## src/rtl/idct_1d.sv

```systemverilog
// idct_1d: 8-point 1-D inverse DCT, serial coefficients in, serial samples out.
// Optional output clamping when IDCT_SAT_EN is defined (default: wrap).
module idct_1d #(
    parameter int BWi = 12,
    parameter int BWo = 10,
    parameter int FB  = 10
) (
    input  logic                  clk,
    input  logic                  rst,
    input  logic                  enb,
    input  logic signed [BWi-1:0] idct_data_in,
    output logic signed [BWo-1:0] idct_data_out,
    output logic                  out_enb
);

    localparam int CW   = 11;
    localparam int PW   = BWi + CW;
    localparam int ACCW = BWi + FB + 3;
    localparam int SW   = ACCW - FB;
    localparam logic [ACCW-1:0] HALF = ACCW'(1 << (FB - 1));

    logic        [2:0]      k_q, k_d;
    logic signed [ACCW-1:0] acc_q [8];
    logic signed [ACCW-1:0] acc_d [8];
    logic        [BWo-1:0]  bank_q [8];
    logic        [BWo-1:0]  bank_d [8];
    logic        [2:0]      oidx_q, oidx_d;
    logic                   oen_q, oen_d;
    logic        [BWo-1:0]  dout_q, dout_d;

    logic signed [PW-1:0]   prod [8];
    logic        [7:0][ACCW-1:0] rnd;
    logic        [BWo-1:0]  y [8];
    logic                   done;
    logic                   unused_rnd;

    // Cosine table: angle index m = (2n+1)k mod 32 folded into one octant.
    function automatic logic signed [CW-1:0] coef(
        input logic [2:0] n,
        input logic [2:0] k
    );
        logic [4:0] m;
        logic [2:0] j;
        logic       neg;
        logic [9:0] mag;
        m   = {1'b0, n, 1'b1} * {2'b00, k};
        j   = m[3] ? (3'd0 - m[2:0]) : m[2:0];
        neg = m[4] ^ m[3];
        unique case (j)
            3'd0: mag = 10'd362;
            3'd1: mag = 10'd502;
            3'd2: mag = 10'd473;
            3'd3: mag = 10'd426;
            3'd4: mag = 10'd362;
            3'd5: mag = 10'd284;
            3'd6: mag = 10'd196;
            3'd7: mag = 10'd100;
        endcase
        coef = neg ? -$signed({1'b0, mag}) : $signed({1'b0, mag});
    endfunction

    // Datapath: products, running sums, rounding and output reduction.
    always_comb begin
        for (int i = 0; i < 8; i++) begin
            prod[i] = idct_data_in * coef(3'(i), k_q);
            rnd[i]  = acc_q[i]
                    + $signed({{(ACCW-PW){prod[i][PW-1]}}, prod[i]})
                    + HALF;
`ifdef IDCT_SAT_EN
            if ($signed(rnd[i][ACCW-1:FB]) >
                $signed(SW'((1 << (BWo - 1)) - 1)))
                y[i] = {1'b0, {(BWo-1){1'b1}}};
            else if ($signed(rnd[i][ACCW-1:FB]) <
                     $signed(SW'(-(1 << (BWo - 1)))))
                y[i] = {1'b1, {(BWo-1){1'b0}}};
            else
                y[i] = rnd[i][FB +: BWo];
`else
            y[i] = rnd[i][FB +: BWo];
`endif
        end
    end

    assign unused_rnd = ^rnd;
    assign done       = enb && (k_q == 3'd7);

    // Control: input index, accumulators, output bank and serial emitter.
    always_comb begin
        k_d    = k_q;
        acc_d  = acc_q;
        bank_d = bank_q;
        oidx_d = oidx_q;
        oen_d  = oen_q;
        dout_d = dout_q;
        if (enb) begin
            k_d = k_q + 3'd1;
            for (int i = 0; i < 8; i++) begin
                if (done) begin
                    acc_d[i]  = '0;
                    bank_d[i] = y[i];
                end else begin
                    acc_d[i] = $signed(rnd[i] - HALF);
                end
            end
        end
        if (done) begin
            dout_d = y[0];
            oen_d  = 1'b1;
            oidx_d = 3'd1;
        end else if (oen_q) begin
            if (oidx_q == 3'd0) begin
                oen_d = 1'b0;
            end else begin
                dout_d = bank_q[oidx_q];
                oidx_d = oidx_q + 3'd1;
            end
        end
    end

    // State registers with asynchronous active-low clear.
    always_ff @(posedge clk or negedge rst) begin
        if (!rst) begin
            k_q    <= '0;
            oidx_q <= '0;
            oen_q  <= 1'b0;
            dout_q <= '0;
            for (int i = 0; i < 8; i++) begin
                acc_q[i]  <= '0;
                bank_q[i] <= '0;
            end
        end else begin
            k_q    <= k_d;
            oidx_q <= oidx_d;
            oen_q  <= oen_d;
            dout_q <= dout_d;
            for (int i = 0; i < 8; i++) begin
                acc_q[i]  <= acc_d[i];
                bank_q[i] <= bank_d[i];
            end
        end
    end

    assign idct_data_out = $signed(dout_q);
    assign out_enb       = oen_q;

endmodule
```

## config.mk

```make
export PLATFORM = sky130hd
export DESIGN_NAME = idct_1d
export DESIGN_NICKNAME = d
export VERILOG_FILES = /design/src/rtl/idct_1d.sv
export SDC_FILE = /design/constraint.sdc
export NUM_CORES = 2
export LEC_CHECK = 0
export CORE_UTILIZATION = 39
export CTS_CLUSTER_DIAMETER = 50
export DETAILED_ROUTE_END_ITERATION = 8
export GPL_TIMING_DRIVEN = 0
export PLACE_DENSITY_LB_ADDON = 0.05
export SLEW_MARGIN = 25
export SYNTH_ARGS = -nofsm -noshare
export SYNTH_HDL_FRONTEND = slang
export SYNTH_SLANG_ARGS = --single-unit
export TNS_END_PERCENT = 10
```

## constraint.sdc

```tcl
create_clock -name clk -period 14.3 [get_ports clk]
set_input_delay 3.575 -clock clk [delete_from_list [all_inputs] [get_ports clk]]
set_output_delay 3.575 -clock clk [all_outputs]
set_load 0.005 [all_outputs]
```

==> run metrics <==
fmax=69.94 MHz; share of cells above drive strength 1=0.03675; routability cong.=0.9786; clk_lat worst skew=0.60 ns; Placed Instances=8475; first-pass GRT wire length=325.7 mm; root buffer cell=clkbuf_16; Tightest Hold Check Type=register to register; ys async rst share=1.000; most area-hungry cell type in the Yosys netlist=fa_1; Max Cap Viol=0; post-synth top area share=0.3021; Die W=385.8 um; CTS Buf Count=44; R2R Setup Slk=0.73 ns; WS Path Type=primary input to register; worst-path maximum fanout=10; boundary pin count=26; library cells used by synthesis=86; Placed Area=0.06030 mm2; Initial DRT Pass Iterations=5; # port buffers=13; Post-DP HPWL=183.0 mm; Register-to-Register Path Depth=46; Die Ht=385.8 um; max_slew headroom=0.1812; clock-pin slew on the worst setup and hold paths=0.06 ns; Die ar.=about 0.15 mm2; CP Data Required Time=14.79 ns; RSZ-0062 raised after global routing=no; antenna-violating nets left=0; Worst Setup SP=idct_data_in[11]; vias in the first global route=46840; Final Hold Fails=0; clk buf depth=3; critical path endpoint category=register; top post-synthesis cells by area=fa_1 (30%), ha_1 (15%), dfrtp_1 (11%); Post-Syn Area=0.05745 mm2; min-delay src=bank_q[16]; Pins Over Slew Limit=0; Via density=5.330; r2r startpoint=k_q[2]; predominant post-synthesis flop cell=dfrtp_1; Layout Nets=8177; hold_ws=0.4747 ns; drt wl/cell=26.18 um; final period utilization=0.9998; largest net degree at the start of global routing=83; CP startpoint kind=primary input; H-tree depth=2; clock sinks=257; design area=0.06195 mm2; initial core utilization=0.3937; status=finished, final reports clean; Syn-to-layout area delta=7.840%; initial antenna violation count=34; minimum clock period=14.30 ns; RR Endpoint=acc_q[69]; Total Routed Length=approximately 220 mm; EDFF count, synth=0; via count=45700; Syn Inst Count=6535; GRT Total Usage=0.3061; number of remaining DRC errors=0; Worst EP arrival=roughly 15 ns; setup violators final=0; Setup crit end=acc_q[44]; Rows=140; worst clock skew=0.02174 ns; synthesized flop and latch total=257; post-synthesis sequential area ratio=0.1119; CTS tree=yes; Syn Area/Cell=8.791 um2; syn_nets=a little over 8000; Synth Warn #=0; total grt overflow=0; worst-margin pin slew=1.228 ns; Final Non-Filler Cells=8574; Iter 0 DRT Violations=3528; CORE AREA=0.1459 mm2
==> per-layer routing <==
layer  GRT usage  vias to the layer above  routed length (um)  share of wire
li1            -                    20650                   -              -
met1      0.4128                    23250               95310           0.42
met2      0.4749                     1485               99290           0.44
met3     0.05129                      309               16550          0.074
met4      0.1492                        4               13330          0.059
met5           0                        -                  35        0.00016
==> worst min path at each step <==
| stage | endpoint | slack [ns] | cells after the start |
|---|---|---|---|
| after global placement | bank_q[37] | 0.45 | 2 |
| after floorplan | bank_q[59] | 0.44 | 2 |
| after CTS | bank_q[16] | 0.48 | 2 |
| after global routing | bank_q[26] | 0.49 | 2 |
| final | bank_q[16] | 0.47 | 2 |
| after detailed placement | bank_q[38] | 0.46 | 2 |
==> through the flow <==
stage,utilization,TNS (ns),worst slack (ns)
after global placement,0.4111,-828.15,-3.237
after global routing,0.4243,0,0.02581
after floorplan,-,0,3.613
after CTS,0.4239,0,0.01849
after detailed placement,0.4133,-2.111,-0.6506
final,0.4246,0,0.002290
==> cells in the final DEF (no fill, tap or decap), drive strengths merged, types with 65 or more instances in the layout <==
master,instances
fa,867
nor3,66
nor2b,124
xor2,119
xnor2,344
a22o,76
and2,348
nor2,202
and3,72
clkbuf,326
dfrtp,257
o21ai,199
nand2b,89
a21o,65
nand2,769
ha,691
inv,1309
a21oi,171
==> final cells by class <==
class | instances | area [um2]
fill | 14860 | 83960
multi-input combinational | 4691 | 45110
sequential | 257 | 6432
inverter | 1299 | 4876
tap | 1917 | 2399
buffer | 288 | 1195
clock buffer | 50 | 1164
clock inverter | 31 | 382.9
timing repair buffer | 23 | 346.6
antenna | 18 | 45.04
==> sequential cells by signal (all words and copies together) (netlist names) <==
name           count
bank_q            80
k_q                3
acc_q            160
oidx_q             3
out_enb            1
idct_data_out     10
==> synthesized netlist by cell type, drive strengths merged (119+ instances only) <==
library cell	number
nand2	769
clkbuf	276
xor2	119
fa	867
inv	1297
dfrtp	257
ha	691
nor2	202
o21ai	199
nor2b	124
xnor2	344
a21oi	171
and2	348
==> cells by family (layout without fill, tap and decap cells) <==
group,Yosys count,after routing,share of synthesized area
AOI/OAI and AO/OA,814,814,0.09493
other,0,18,0
xor gates and xnor gates,463,463,0.07059
adders and majority gates,1558,1558,0.4526
muxes,39,39,0.01117
DFF,257,257,0.1119
and+or+nand+nor,1817,1817,0.1550
buffers and inverters,1587,1691,0.1037
==> worst max-delay path: stages <==
cell and delay (ns):
clkdlybuf4s50_1 1.09, clkbuf_1 0.78, clkbuf_2 0.66, clkbuf_2 0.70, nand2_1 0.21, fa_1 0.57
fa_1 0.45, fa_1 0.51, fa_1 0.49, inv_1 0.05, fa_1 0.45, ha_1 0.36
nand2_1 0.06, o21ai_0 0.24, nor4_1 0.11, o41ai_1 0.53, a21oi_1 0.17, xnor2_1 0.81
ha_1 0.61, xor2_1 0.21, xnor2_1 0.11, xnor2_1 0.31, xnor2_1 0.14, xnor2_1 0.71
xnor2_1 0.16, xnor2_1 0.33, xnor2_1 0.13, o31ai_1 0.19
==> what timing repair did <==
action,4_1_cts,5_1_grt
hold buffers,0,0
gates resized for setup,1,9
pin swaps,0,0
setup endpoints to repair,2,4
setup buffers,0,0
Power is left out: the tool's default activity adds up to more than one toggle a clock period on the data nets, which glitch-free logic cannot reach.
